File: src/rtl/w_fetch_if.sv
// w_fetch_if: weight-load handshake, SRAM read port and weight-buffer row stream for w_fetch.
interface w_fetch_if #(
    parameter int ROWS = 4,
    parameter int COLS = 4,
    parameter int DW   = 8,
    parameter int AW   = 12
);
    localparam int IW = $clog2(ROWS);
    logic                 i_w_read;
    logic                 i_clr_w;
    logic [AW-1:0]        i_base_addr;
    logic [COLS*DW-1:0]   i_mem_rdata;
    logic                 o_mem_rd_en;
    logic [AW-1:0]        o_mem_addr;
    logic                 o_w_row_valid;
    logic [COLS*DW-1:0]   o_w_row_data;
    logic [IW-1:0]        o_w_row_idx;
    logic                 o_w_done;
    modport slave (
        input  i_w_read, i_clr_w, i_base_addr, i_mem_rdata,
        output o_mem_rd_en, o_mem_addr, o_w_row_valid, o_w_row_data, o_w_row_idx, o_w_done
    );
    modport master (
        output i_w_read, i_clr_w, i_base_addr, i_mem_rdata,
        input  o_mem_rd_en, o_mem_addr, o_w_row_valid, o_w_row_data, o_w_row_idx, o_w_done
    );
endinterface

File: src/rtl/w_fetch.sv
// w_fetch: fetches ROWS weight rows from SRAM on a clr_w request and streams them to the shadow weight buffer.
module w_fetch #(
    parameter int ROWS   = 4,
    parameter int COLS   = 4,
    parameter int DW     = 8,
    parameter int AW     = 12,
    parameter int RD_LAT = 2
) (
    input logic      i_clk,
    input logic      i_rst_n,
    w_fetch_if.slave io_bus
);
    localparam int IW  = $clog2(ROWS);
    localparam int CW  = $clog2(ROWS + 1);
    localparam int DAT = COLS * DW;
    localparam logic [CW-1:0] NR = CW'(ROWS);

    typedef enum logic [1:0] {IDLE, LOAD, DRAIN, DONE} state_t;

    state_t                    r_state;
    logic [AW-1:0]             r_base;
    logic [AW-1:0]             r_addr;
    logic [CW-1:0]             r_issued;
    logic [CW-1:0]             r_recvd;
    logic [RD_LAT-1:0]         r_pv;
    logic [RD_LAT-1:0][IW-1:0] r_pidx;
    logic                      r_rd_en;
    logic                      r_row_valid;
    logic [DAT-1:0]            r_row_data;
    logic [IW-1:0]             r_row_idx;
    logic                      r_done;

    logic w_restart;
    logic w_issue;
    logic w_head;

    assign w_restart = io_bus.i_w_read & io_bus.i_clr_w;
    assign w_issue   = (r_state == LOAD) & io_bus.i_w_read & (r_issued < NR);
    assign w_head    = r_pv[RD_LAT-1];

    always_ff @(posedge i_clk or negedge i_rst_n) begin
        if (!i_rst_n) begin
            r_state     <= IDLE;
            r_base      <= '0;
            r_addr      <= '0;
            r_issued    <= '0;
            r_recvd     <= '0;
            r_pv        <= '0;
            r_pidx      <= '0;
            r_rd_en     <= 1'b0;
            r_row_valid <= 1'b0;
            r_row_data  <= '0;
            r_row_idx   <= '0;
            r_done      <= 1'b0;
        end else if (w_restart) begin
            // the first read leaves with the restart itself; the pipe flush kills every older read
            r_state     <= LOAD;
            r_base      <= io_bus.i_base_addr;
            r_addr      <= io_bus.i_base_addr;
            r_rd_en     <= 1'b1;
            r_issued    <= CW'(1);
            r_recvd     <= '0;
            r_pv        <= '0;
            r_row_valid <= 1'b0;
            r_done      <= 1'b0;
        end else begin
            r_rd_en <= w_issue;
            if (w_issue) begin
                r_addr   <= r_base + AW'(r_issued);
                r_issued <= r_issued + CW'(1);
            end
            r_pv[0]   <= r_rd_en;
            r_pidx[0] <= IW'(r_issued - CW'(1));
            for (int k = RD_LAT - 1; k > 0; k--) begin
                r_pv[k]   <= r_pv[k-1];
                r_pidx[k] <= r_pidx[k-1];
            end
            r_row_valid <= w_head;
            if (w_head) begin
                r_row_data <= io_bus.i_mem_rdata;
                r_row_idx  <= r_pidx[RD_LAT-1];
                r_recvd    <= r_recvd + CW'(1);
            end
            r_state <= (r_state == LOAD && r_issued == NR) ? DRAIN :
                       (r_state == DRAIN && r_recvd == NR) ? DONE : r_state;
            r_done  <= r_done | (r_state == DRAIN && r_recvd == NR);
        end
    end

    assign io_bus.o_mem_rd_en   = r_rd_en;
    assign io_bus.o_mem_addr    = r_addr;
    assign io_bus.o_w_row_valid = r_row_valid;
    assign io_bus.o_w_row_data  = r_row_data;
    assign io_bus.o_w_row_idx   = r_row_idx;
    assign io_bus.o_w_done      = r_done;
endmodule

File: src/flat_wrapper.sv
// flat-port wrapper written by rule: the top's interface ports become plain ports
module w_fetch_flat 
#(
    parameter int ROWS   = 4,
    parameter int COLS   = 4,
    parameter int DW     = 8,
    parameter int AW     = 12,
    parameter int RD_LAT = 2
)
  (i_clk, i_rst_n, io_bus_i_w_read, io_bus_i_clr_w, io_bus_i_base_addr, io_bus_i_mem_rdata, io_bus_o_mem_rd_en, io_bus_o_mem_addr, io_bus_o_w_row_valid, io_bus_o_w_row_data, io_bus_o_w_row_idx, io_bus_o_w_done);
  w_fetch_if #(.ROWS(ROWS), .COLS(COLS), .DW(DW), .AW(AW)) io_bus_i ();
  input logic i_clk;
  input logic i_rst_n;
  input wire logic [$bits(io_bus_i.i_w_read)-1:0] io_bus_i_w_read;
  input wire logic [$bits(io_bus_i.i_clr_w)-1:0] io_bus_i_clr_w;
  input wire logic [$bits(io_bus_i.i_base_addr)-1:0] io_bus_i_base_addr;
  input wire logic [$bits(io_bus_i.i_mem_rdata)-1:0] io_bus_i_mem_rdata;
  output wire logic [$bits(io_bus_i.o_mem_rd_en)-1:0] io_bus_o_mem_rd_en;
  output wire logic [$bits(io_bus_i.o_mem_addr)-1:0] io_bus_o_mem_addr;
  output wire logic [$bits(io_bus_i.o_w_row_valid)-1:0] io_bus_o_w_row_valid;
  output wire logic [$bits(io_bus_i.o_w_row_data)-1:0] io_bus_o_w_row_data;
  output wire logic [$bits(io_bus_i.o_w_row_idx)-1:0] io_bus_o_w_row_idx;
  output wire logic [$bits(io_bus_i.o_w_done)-1:0] io_bus_o_w_done;
  assign io_bus_i.i_w_read = io_bus_i_w_read;
  assign io_bus_i.i_clr_w = io_bus_i_clr_w;
  assign io_bus_i.i_base_addr = io_bus_i_base_addr;
  assign io_bus_i.i_mem_rdata = io_bus_i_mem_rdata;
  assign io_bus_o_mem_rd_en = io_bus_i.o_mem_rd_en;
  assign io_bus_o_mem_addr = io_bus_i.o_mem_addr;
  assign io_bus_o_w_row_valid = io_bus_i.o_w_row_valid;
  assign io_bus_o_w_row_data = io_bus_i.o_w_row_data;
  assign io_bus_o_w_row_idx = io_bus_i.o_w_row_idx;
  assign io_bus_o_w_done = io_bus_i.o_w_done;
  w_fetch #(.ROWS(ROWS), .COLS(COLS), .DW(DW), .AW(AW), .RD_LAT(RD_LAT)) u_core (.i_clk(i_clk), .i_rst_n(i_rst_n), .io_bus(io_bus_i));
endmodule
File: config.mk
export PLATFORM = sky130hd
export DESIGN_NAME = w_fetch_flat
export DESIGN_NICKNAME = d
export VERILOG_FILES = /design/src/rtl/w_fetch_if.sv /design/src/rtl/w_fetch.sv /design/src/flat_wrapper.sv
export SDC_FILE = /design/constraint.sdc
export NUM_CORES = 1
export LEC_CHECK = 0
export BUFFER_PORTS_ARGS = -buffer_cell sky130_fd_sc_hd__buf_4
export CAP_MARGIN = 10
export CELL_PAD_IN_SITES_DETAIL_PLACEMENT = 1
export CELL_PAD_IN_SITES_GLOBAL_PLACEMENT = 2
export CORE_MARGIN = 2
export CORE_UTILIZATION = 35
export CTS_CLUSTER_DIAMETER = 60
export CTS_CLUSTER_SIZE = 8
export DETAILED_ROUTE_END_ITERATION = 12
export GPL_TIMING_DRIVEN = 0
export PLACE_DENSITY = 0.86
export SKIP_LAST_GASP = 1
export SLEW_MARGIN = 30
export SYNTH_ARGS = -nofsm -noshare
export SYNTH_HDL_FRONTEND = slang
export SYNTH_SLANG_ARGS = --single-unit
export TNS_END_PERCENT = 100
File: constraint.sdc
create_clock -name i_clk -period 5.6 [get_ports i_clk]
set_input_delay 1.12 -clock i_clk [delete_from_list [all_inputs] [get_ports i_clk]]
set_output_delay 1.12 -clock i_clk [all_outputs]
set_load 0.01 [all_outputs]
; After elaboration in Yosys (flattened, before gate mapping)
; Index checks and enable logic that the tools add are counted.
[classes]
reduce_logical = 6
n_eq_ne = 4
magnitude_cmp = 1
addsub = 4
bitwise = 5
n_mux = 13
[op_table]
columns = operator, count
row1 = 2-to-1 mux 12 bit, 2
row2 = adder 12 x 3 -> 12 bit, 1
row3 = 2-to-1 mux 3 bit, 4
row4 = 2-to-1 mux 2 bit, 4
row5 = adder 3 x 1 -> 3 bit (second input constant), 2
row6 = equality test 3 bit (second input constant), 2
row7 = nonzero test 2 bit, 2
row8 = bitwise AND 1 bit, 3
row9 = < comparator 3 bit (second input constant), 1
row10 = 2-to-1 mux 1 bit, 3
row11 = nonzero test 3 bit, 1
row12 = equality test 2 x 1 -> 1 bit (second input constant), 1
row13 = equality test 2 bit (second input constant), 1
row14 = logical AND 1 bit, 2
row15 = AND reduction 2 bit, 1
row16 = subtractor 2 x 1 -> 2 bit (second input constant), 1
row17 = inverter 1 bit, 1
row18 = OR 1 bit, 1
[totals]
ff_bits = 75
word_cells = 46
output_inout_bits = 49
inputBits = 48

; Logic depth before layout (Yosys ltp)
; Gate-level depths: netlist of the first run.
[logic_depth]
word_depth = 5
depth_mapped = 7

; Worst setup path before layout of the first run
; Ideal clock, no wire load.
[synth_path]
kind = input to register
from = in io_bus_i_w_read
to = reg u_core.r_addr[10] (netlist: u_core.io_bus.o_mem_addr[10])
path_slack_ns = 3.357
n_path_buf = 1
arrival_time_ns = 2.112
path_stages = 5
required_ns = 5.469
cell_sequence = and4bb_1 buf_6 nor3_4 and4b_1 or3_1
[synth_between]
elab_chain_len = 3
[synth_rtl]
columns = element, line_no
row1 = from (decl), flat_wrapper.sv:14  ; input wire logic [$bits(io_bus_i.i_w_read)-1:0] io_bus_i_w_read;
row2 = bitwise AND 1 bit (2 in a row), w_fetch.sv:38  ; assign w_issue = (r_state == LOAD) & io_bus.i_w_read & (r_issued < NR);
row3 = nonzero test 2 bit (no source line), n/a
row4 = to (signal assigned), w_fetch.sv:59  ; r_addr <= io_bus.i_base_addr;
row5 = to (signal assigned), w_fetch.sv:69  ; r_addr <= r_base + AW'(r_issued);
row6 = to (decl), w_fetch.sv:22  ; logic [AW-1:0] r_addr;
; Several ways; a longest one is shown, not always the timed one.
; A chain may end at the register's enable or synchronous reset.

; Final worst setup path of the first run
[layout_path]
from = in io_bus_i_w_read
to = reg u_core.r_addr[5] (netlist: u_core.io_bus.o_mem_addr[5])
; Same word-level chain as after synthesis.

==> results of run 1 <==
## flip-flops by register name, summed over array words and instances, names as in the netlist
register,cells
u_core.io_bus.o_w_row_idx,2
u_core.r_state,2
u_core.r_base,12
u_core.r_pidx,4
u_core.r_recvd,3
u_core.io_bus.o_mem_addr,12
u_core.io_bus.o_mem_rd_en,1
u_core.io_bus.o_w_row_data,32
u_core.io_bus.o_w_done,1
u_core.r_issued,3
u_core.io_bus.o_w_row_valid,1
u_core.r_pv,2
## layout make-up
type	instances	area, sq um
multi-input combinational	187	1277
buffer	13	65.06
timing repair buffer	96	724.4
inverter	10	37.54
fill	1029	4833
tap	111	138.9
clock inverter	7	75.07
sequential	75	1877
clock buffer	9	123.9
## routing by layer
| metal | routed length (microns) | vias to the layer above |
|---|---|---|
| met5 | 0 | - |
| met3 | 407 | 10 |
| met4 | 109 | 0 |
| met1 | 3430 | 1228 |
| met2 | 3765 | 80 |
| li1 | - | 1194 |
## cell usage after synthesis, drive strengths merged
| cell | n |
|---|---|
| a211oi | 2 |
| a21oi | 12 |
| a41oi | 2 |
| and2 | 4 |
| and3 | 3 |
| and4 | 1 |
| and4b | 1 |
| and4bb | 1 |
| buf | 9 |
| clkbuf | 4 |
| dfrtp | 75 |
| fa | 1 |
| ha | 7 |
| inv | 10 |
| mux2 | 35 |
| mux2i | 4 |
| nand2 | 53 |
| nand3 | 16 |
| nand4 | 2 |
| nand4bb | 1 |
| nor2 | 8 |
| nor2b | 2 |
| nor3 | 6 |
| nor3b | 1 |
| nor4 | 2 |
| o2111ai | 1 |
| o211ai | 5 |
| o21ai | 8 |
| or3 | 2 |
| or3b | 1 |
| or4b | 1 |
| xnor2 | 2 |
| xor2 | 3 |
## power by group through the flow
stage / Combinational, uW / Clock, uW / Sequential (uW)
3_5_place_dp: 657 / 0 / 859
2_1_floorplan: 244 / 0 / 911
4_1_cts: 660 / 433 / 848
6_report: 645 / 419 / 844
3_3_place_gp: 637 / 0 / 844
5_1_grt: 712 / 456 / 878
## layout by cell type, fill, tap and decap left out, types with 5 or more instances in the layout
master / Yosys / routed
o21ai_1: 6 / 6
o211ai_1: 5 / 5
nor2_1: 8 / 8
ha_1: 7 / 7
buf_2: 7 / 7
inv_1: 10 / 10
clkbuf_8: 0 / 9
a21oi_1: 12 / 12
buf_4: 0 / 95
nand2_1: 53 / 53
dfrtp_1: 75 / 75
nor3_1: 5 / 5
nand3_1: 16 / 16
mux2_1: 34 / 34
## through the flow
stage,worst slack (ps),total power (uW)
finish,3303,1908
global route,3092,2046
CTS,3266,1942
detailed placement,2905,1516
global placement,2890,1481
floorplan,3357,1155
## kinds of logic (layout without fill, tap and decap cells)
family                     after synthesis  count (layout)  share of synthesized area
xor gates and xnor gates                 5               5                    0.01345
AOI/OAI and AO/OA                       30              30                    0.05494
buffers and inverters                   23             135                    0.03150
and+or+nand+nor                        105             105                     0.1575
DFF                                     75              75                     0.5763
muxes                                   39              39                     0.1333
adders and majority gates                8               8                    0.03304
## worst min path at each step
| stage | from | endpoint | slack [ps] | depth (start not counted) |
|---|---|---|---|---|
| after global placement | u_core.r_pv[0] | u_core.r_pv[1] | 440 | 1 |
| after global routing | u_core.r_pv[0] | u_core.r_pv[1] | 480 | 1 |
| after detailed placement | u_core.r_pv[0] | u_core.r_pv[1] | 450 | 1 |
| after CTS | u_core.r_pv[0] | u_core.r_pv[1] | 470 | 1 |
| after floorplan | u_core.r_pv[0] | u_core.r_pv[1] | 430 | 1 |
| final | u_core.r_pv[0] | u_core.r_pv[1] | 470 | 1 |
## critical path, cell delays in order
cell,delay [ps]
buf_4,130
nand2_1,240
clkbuf_1,380
clkbuf_1,470
nand3_1,140
nand3_1,100
==> out/results.ini, run 1 <==
[logic_synthesis]
synthDistinctLibCells = 38
netlist_instances = 285
synth.area.top_cells = dfrtp_1 58%, mux2_1 12%, nand2_1 6.1%, ha_1 2.7%, nand3_1 2.5%
synth.net_count = 341
postSynthAreaPerCell_sq_um = 11.43
netlist_area_sq_mm = 0.003257
yosysTopAreaCellShare = 0.5763
ys_seq_elements = 75
yosys.area.top_type = dfrtp_1
synth_seq_area_share = 0.5763
ys_warn_count = 0

[drt]
drt_iter0_drc = 56
ant_nets = 0
postRouteWirelength_mm = 7.712
wire_per_inst_microns = 15.18
vias_per_cell = 4.945
firstDrtPassIters = 4
drcViolationCount = 0
vias = 2512

[clock_network]
htree_levels = 3
path_clk_slew_ps = 80
cts_tree = built
post_cts_buffers = 0
ctsLongestPathBuffers = 2
ctsResizeCount = 0
ctsHoldBuffers = 0
clk_latency_ps = 350
clockRootBuffer = clkbuf_8
cts_buffers = 9
cts.sinks = 75

[worst_setup_path]
cp.required_ps = 5890
rr_endpoint = u_core.io_bus.o_mem_addr[10]
cp-endpoint = u_core.io_bus.o_mem_addr[5]
rr_worst_depth = 7
cp_data_arrival_time_ps = 2580
startpoint = io_bus_i_w_read
end_kind = flop
critPathLaunchType = input pin
worstSetupPathType = in -> reg
r2r_start = u_core.r_issued[0]
worstPathMaxFanout = 10
reg2reg_slack_ps = 3370

[floorplanning]
core_sq_mm = 0.009153
dieArea_sq_mm = 0.01009
die_height_microns = 100.5
ios = 97
die_w_microns = 100.5
initial_core_util = 0.3558
fp-row-count = 35

[global_routing]
globalRouteMet2Util = 0.2685
grt-ovfl-total = 0
grt_pass1_vias = 2518
antenna_found_initial = 0
grt_start_max_net_pins = 76
use_met3 = 0.03121
met1_usage = 0.2099
grt_util_all_layers = 0.1605
grt_pass1_wl_mm = 12.44
top_usage_layer = met2

[power]
power_density_mw_per_mm2 = 441.7
switching_share = 0.3265
pwr-share-seq = 0.442
p_sw_uw = 622.7
p_comb_frac = 0.338
pwr-share-clk = 0.220
vdd_drop_max_mv = 0.1675
p_leak_uw = 0.002080
intPower_uw = 1285

[cells_and_area]
drive_gt1_frac = 0.3073
diodes = 0
finalNetCount = 448
design_area_sq_mm = 0.004319
fin_util = 0.4719
area_growth_pct = 32.62
final_cells = 508

[timing]
whs_ps = 465.9
worst_clock_skew_ps = 9.860
setup_violations = 0
rsz0062_at_grt = false
fin_crit_sh = 0.4103
fin_tns_setup_ps = 0
slew_headroom = 0.5496
min_period_ps = 2297
slew_viol_final = 0
hold_viol_final = 0
max_freq_mhz = 435.3
tightest_slew_ps = 675.6

[run_status]
status = finished clean

[place]
placed_cell_area_sq_mm = 0.004116
dp.cells = 492
dp_hpwl_mm = 5.711
port_buffers = 96
finalWeightedCongestion = 0.7722

[run]
cap_viol_max_count = 0

[hold_path]
hp-class = reg -> reg

(Power assumes the default switching activity.)
==> run 2, diff against run 1 <==
--- a/config.mk
+++ b/config.mk
@@ -10,12 +10,12 @@
 export CELL_PAD_IN_SITES_DETAIL_PLACEMENT = 1
 export CELL_PAD_IN_SITES_GLOBAL_PLACEMENT = 2
 export CORE_MARGIN = 2
-export CORE_UTILIZATION = 35
+export CORE_UTILIZATION = 32
 export CTS_CLUSTER_DIAMETER = 60
 export CTS_CLUSTER_SIZE = 8
 export DETAILED_ROUTE_END_ITERATION = 12
 export GPL_TIMING_DRIVEN = 0
-export PLACE_DENSITY = 0.86
+export PLACE_DENSITY = 0.8
 export SKIP_LAST_GASP = 1
 export SLEW_MARGIN = 30
 export SYNTH_ARGS = -nofsm -noshare
==> constraint.sdc (replaced) <==
create_clock -name i_clk -period 2.3 [get_ports i_clk]
set_input_delay 0.46 -clock i_clk [delete_from_list [all_inputs] [get_ports i_clk]]
set_output_delay 0.46 -clock i_clk [all_outputs]
set_load 0.01 [all_outputs]
==> run 2 against run 1 <==
Against the previous run: count of clock-buffer cells in the layout did not move; power increased by 150%; global-route usage shrank 0.47 points; final area grew 1.0%; critical path depth is 1 higher; hold slack worse by 360 ps; first-iteration DRC count up 38%; highest routed layer unchanged; clock skew is 1.8 ps lower; utilization down 2.8 points; clock power increased to 2.6 times the previous value; routed wire length up 5.7%.
==> out/results.ini, run 2 (synthesis gave the netlist of run 1 again) <==
[power]
p_leak_uw = 0.002094  ; +0.65%
power_density_mw_per_mm2 = 1083  ; +150%
vdd_drop_max_mv = 0.3211  ; +92%

[clock_network]
ctsHoldBuffers = 0  ; unchanged
htree_levels = 3  ; unchanged
cts_tree = built
ctsLongestPathBuffers = 2  ; unchanged
clockRootBuffer = clkbuf_8
clk_latency_ps = 360  ; about the same
path_clk_slew_ps = 90  ; about the same
cts.sinks = 75  ; unchanged
cts_buffers = 9  ; unchanged
post_cts_buffers = 0  ; unchanged

[floorplanning]
fp-row-count = 36  ; +2.9%
dieArea_sq_mm = 0.01100  ; +9.0%
core_sq_mm = 0.009819  ; +7.3%
ios = 97  ; unchanged
die_height_microns = 104.9  ; +4.4%
initial_core_util = 0.3317  ; -0.02417
die_w_microns = 104.9  ; +4.4%

[place]
port_buffers = 96  ; unchanged
detailedPlace.worstSlack_ps = -16.30  ; -2922 ps
finalWeightedCongestion = 0.7728  ; about the same
dp_hpwl_mm = 6.062  ; +6.1%

[drt]
drcViolationCount = 0  ; unchanged
wire_per_inst_microns = 15.38  ; +1.3%
ant_nets = 0  ; unchanged
vias_per_cell = 4.730  ; -4.3%
postRouteWirelength_mm = 8.152  ; +5.7%
drt_iter0_drc = 77  ; +38%
vias = 2507  ; -0.20%
firstDrtPassIters = 4  ; unchanged

[cells_and_area]
final_common_cell = buf_4
drive_gt1_frac = 0.3098  ; +0.002519
diodes = 0  ; unchanged
mostFrequentLayoutCells = 95 x buf_4, 75 x dfrtp_1, 53 x nand2_1
fin_util = 0.4443  ; -0.02759
finalNetCount = 448  ; unchanged
largest_reg_flops = 32  ; unchanged
area_growth_pct = 33.96

[global_routing]
grt_util_all_layers = 0.1557  ; -0.004744
grt_pass1_vias = 2675  ; +6.2%
grt-ovfl-total = 0  ; unchanged
antenna_found_initial = 0  ; unchanged
grt_pass1_wl_mm = 13.38  ; +7.5%
grt_start_max_net_pins = 76  ; unchanged

[timing]
min_period_ps = 2138
fin_tns_setup_ps = 0  ; unchanged
tightest_slew_ps = 686.3  ; +10.74 ps
setup_violations = 0  ; unchanged
setup_slack_ps = 161.9  ; -3141 ps
fin_crit_sh = 0.9296
max_freq_mhz = 467.7
hold_viol_final = 0  ; unchanged
slew_viol_final = 0  ; unchanged
rsz0062_at_grt = false
worst_clock_skew_ps = 8.068  ; -1.792 ps
slew_headroom = 0.5425  ; -0.007160

[worst_setup_path]
cpMaxStageDelayCell = dfrtp_1
end_kind = flop
cp.required_ps = 2540  ; -3350 ps
crit_buf_inv = 1  ; -2
rr_worst_depth = 7  ; unchanged
path_cells = ha_1 -> inv_1 -> fa_1 -> nor2b_4 -> o211ai_1 -> and4b_1 -> or3_1
worstPathMaxFanout = 5  ; -5
worstSetupPathType = reg -> reg
crit_path_max_incr_delay_ps = 440  ; -30 ps
critPathLaunchType = flop
crit_family = simple AND/OR/NAND/NOR gates
path_depth = 7  ; +1
cp_data_arrival_time_ps = 2380  ; -200 ps

[hold_path]
hp-class = in -> async

[run_status]
status = finished clean

[run]
cap_viol_max_count = 0  ; unchanged

-- run 2: cell types whose count changed in the layout (fill, tap and decap cells not counted), sizes merged --
cell and change:
inv +1, clkinvlp -2, clkinv +1
-- run 2: layout make-up --
class | instances | area, sq um
plain buffers | 13 | 65.06
clock buffers | 9 | 123.9
clock inverters | 7 | 83.83
fillers | 1146 | 5456
inverters | 10 | 37.54
multi-input cells | 187 | 1285
flip-flops and latches | 75 | 1877
well taps | 133 | 166.4
repair buffers | 96 | 724.4
-- run 2: path summary, 6_finish.rpt --
kind | startpoint | endpoint | slack (ps)
setup reg to reg | u_core.r_issued[0] | u_core.io_bus.o_mem_addr[10] | 160
hold reg to reg | u_core.r_pidx[2] | u_core.r_pidx[2] | 470
setup / recovery | u_core.r_issued[0] | u_core.io_bus.o_mem_addr[10] | 160
max in group asynchronous | i_rst_n | u_core.io_bus.o_w_row_data[17] | 1720
min in group i_clk | io_bus_i_mem_rdata[14] | u_core.io_bus.o_w_row_data[14] | 310
hold / removal | i_rst_n | u_core.io_bus.o_w_row_data[22] | 110
-- run 2: routing by layer --
metal  GRT usage  part of all wire
met1      0.1975              0.45
met4     0.06857             0.019
met2      0.2560              0.48
met3     0.03306             0.052
met5           0                 0
-- run 2: per-stage QoR --
stage                     std cells  hold slack (ps)  power (uW)  cell area [sq um]
after floorplan                 285            164.4        2812               3257
after CTS                       530            283.8        4813               4354
final                           530            110.8        4725               4363
after global routing            530            169.0        5048               4363
after global placement          514            436.3        3629               4144
after detailed placement        514            453.9        3712               4144
-- run 2: timing repair --
item,4_1_cts,5_1_grt
endpoints found under the setup margin,1,1
gates resized for setup,1,1
hold endpoints to repair,0,0
-- run 2: where the power goes --
group / total (uW) / leakage (uW) / switching [uW] / internal (uW)
registers: 2060 / 0.000911 / 282 / 1780
logic: 1600 / 0.00108 / 741 / 855
clock network: 1070 / 0.000102 / 550 / 520
total: 4730 / 0.00209 / 1570 / 3150
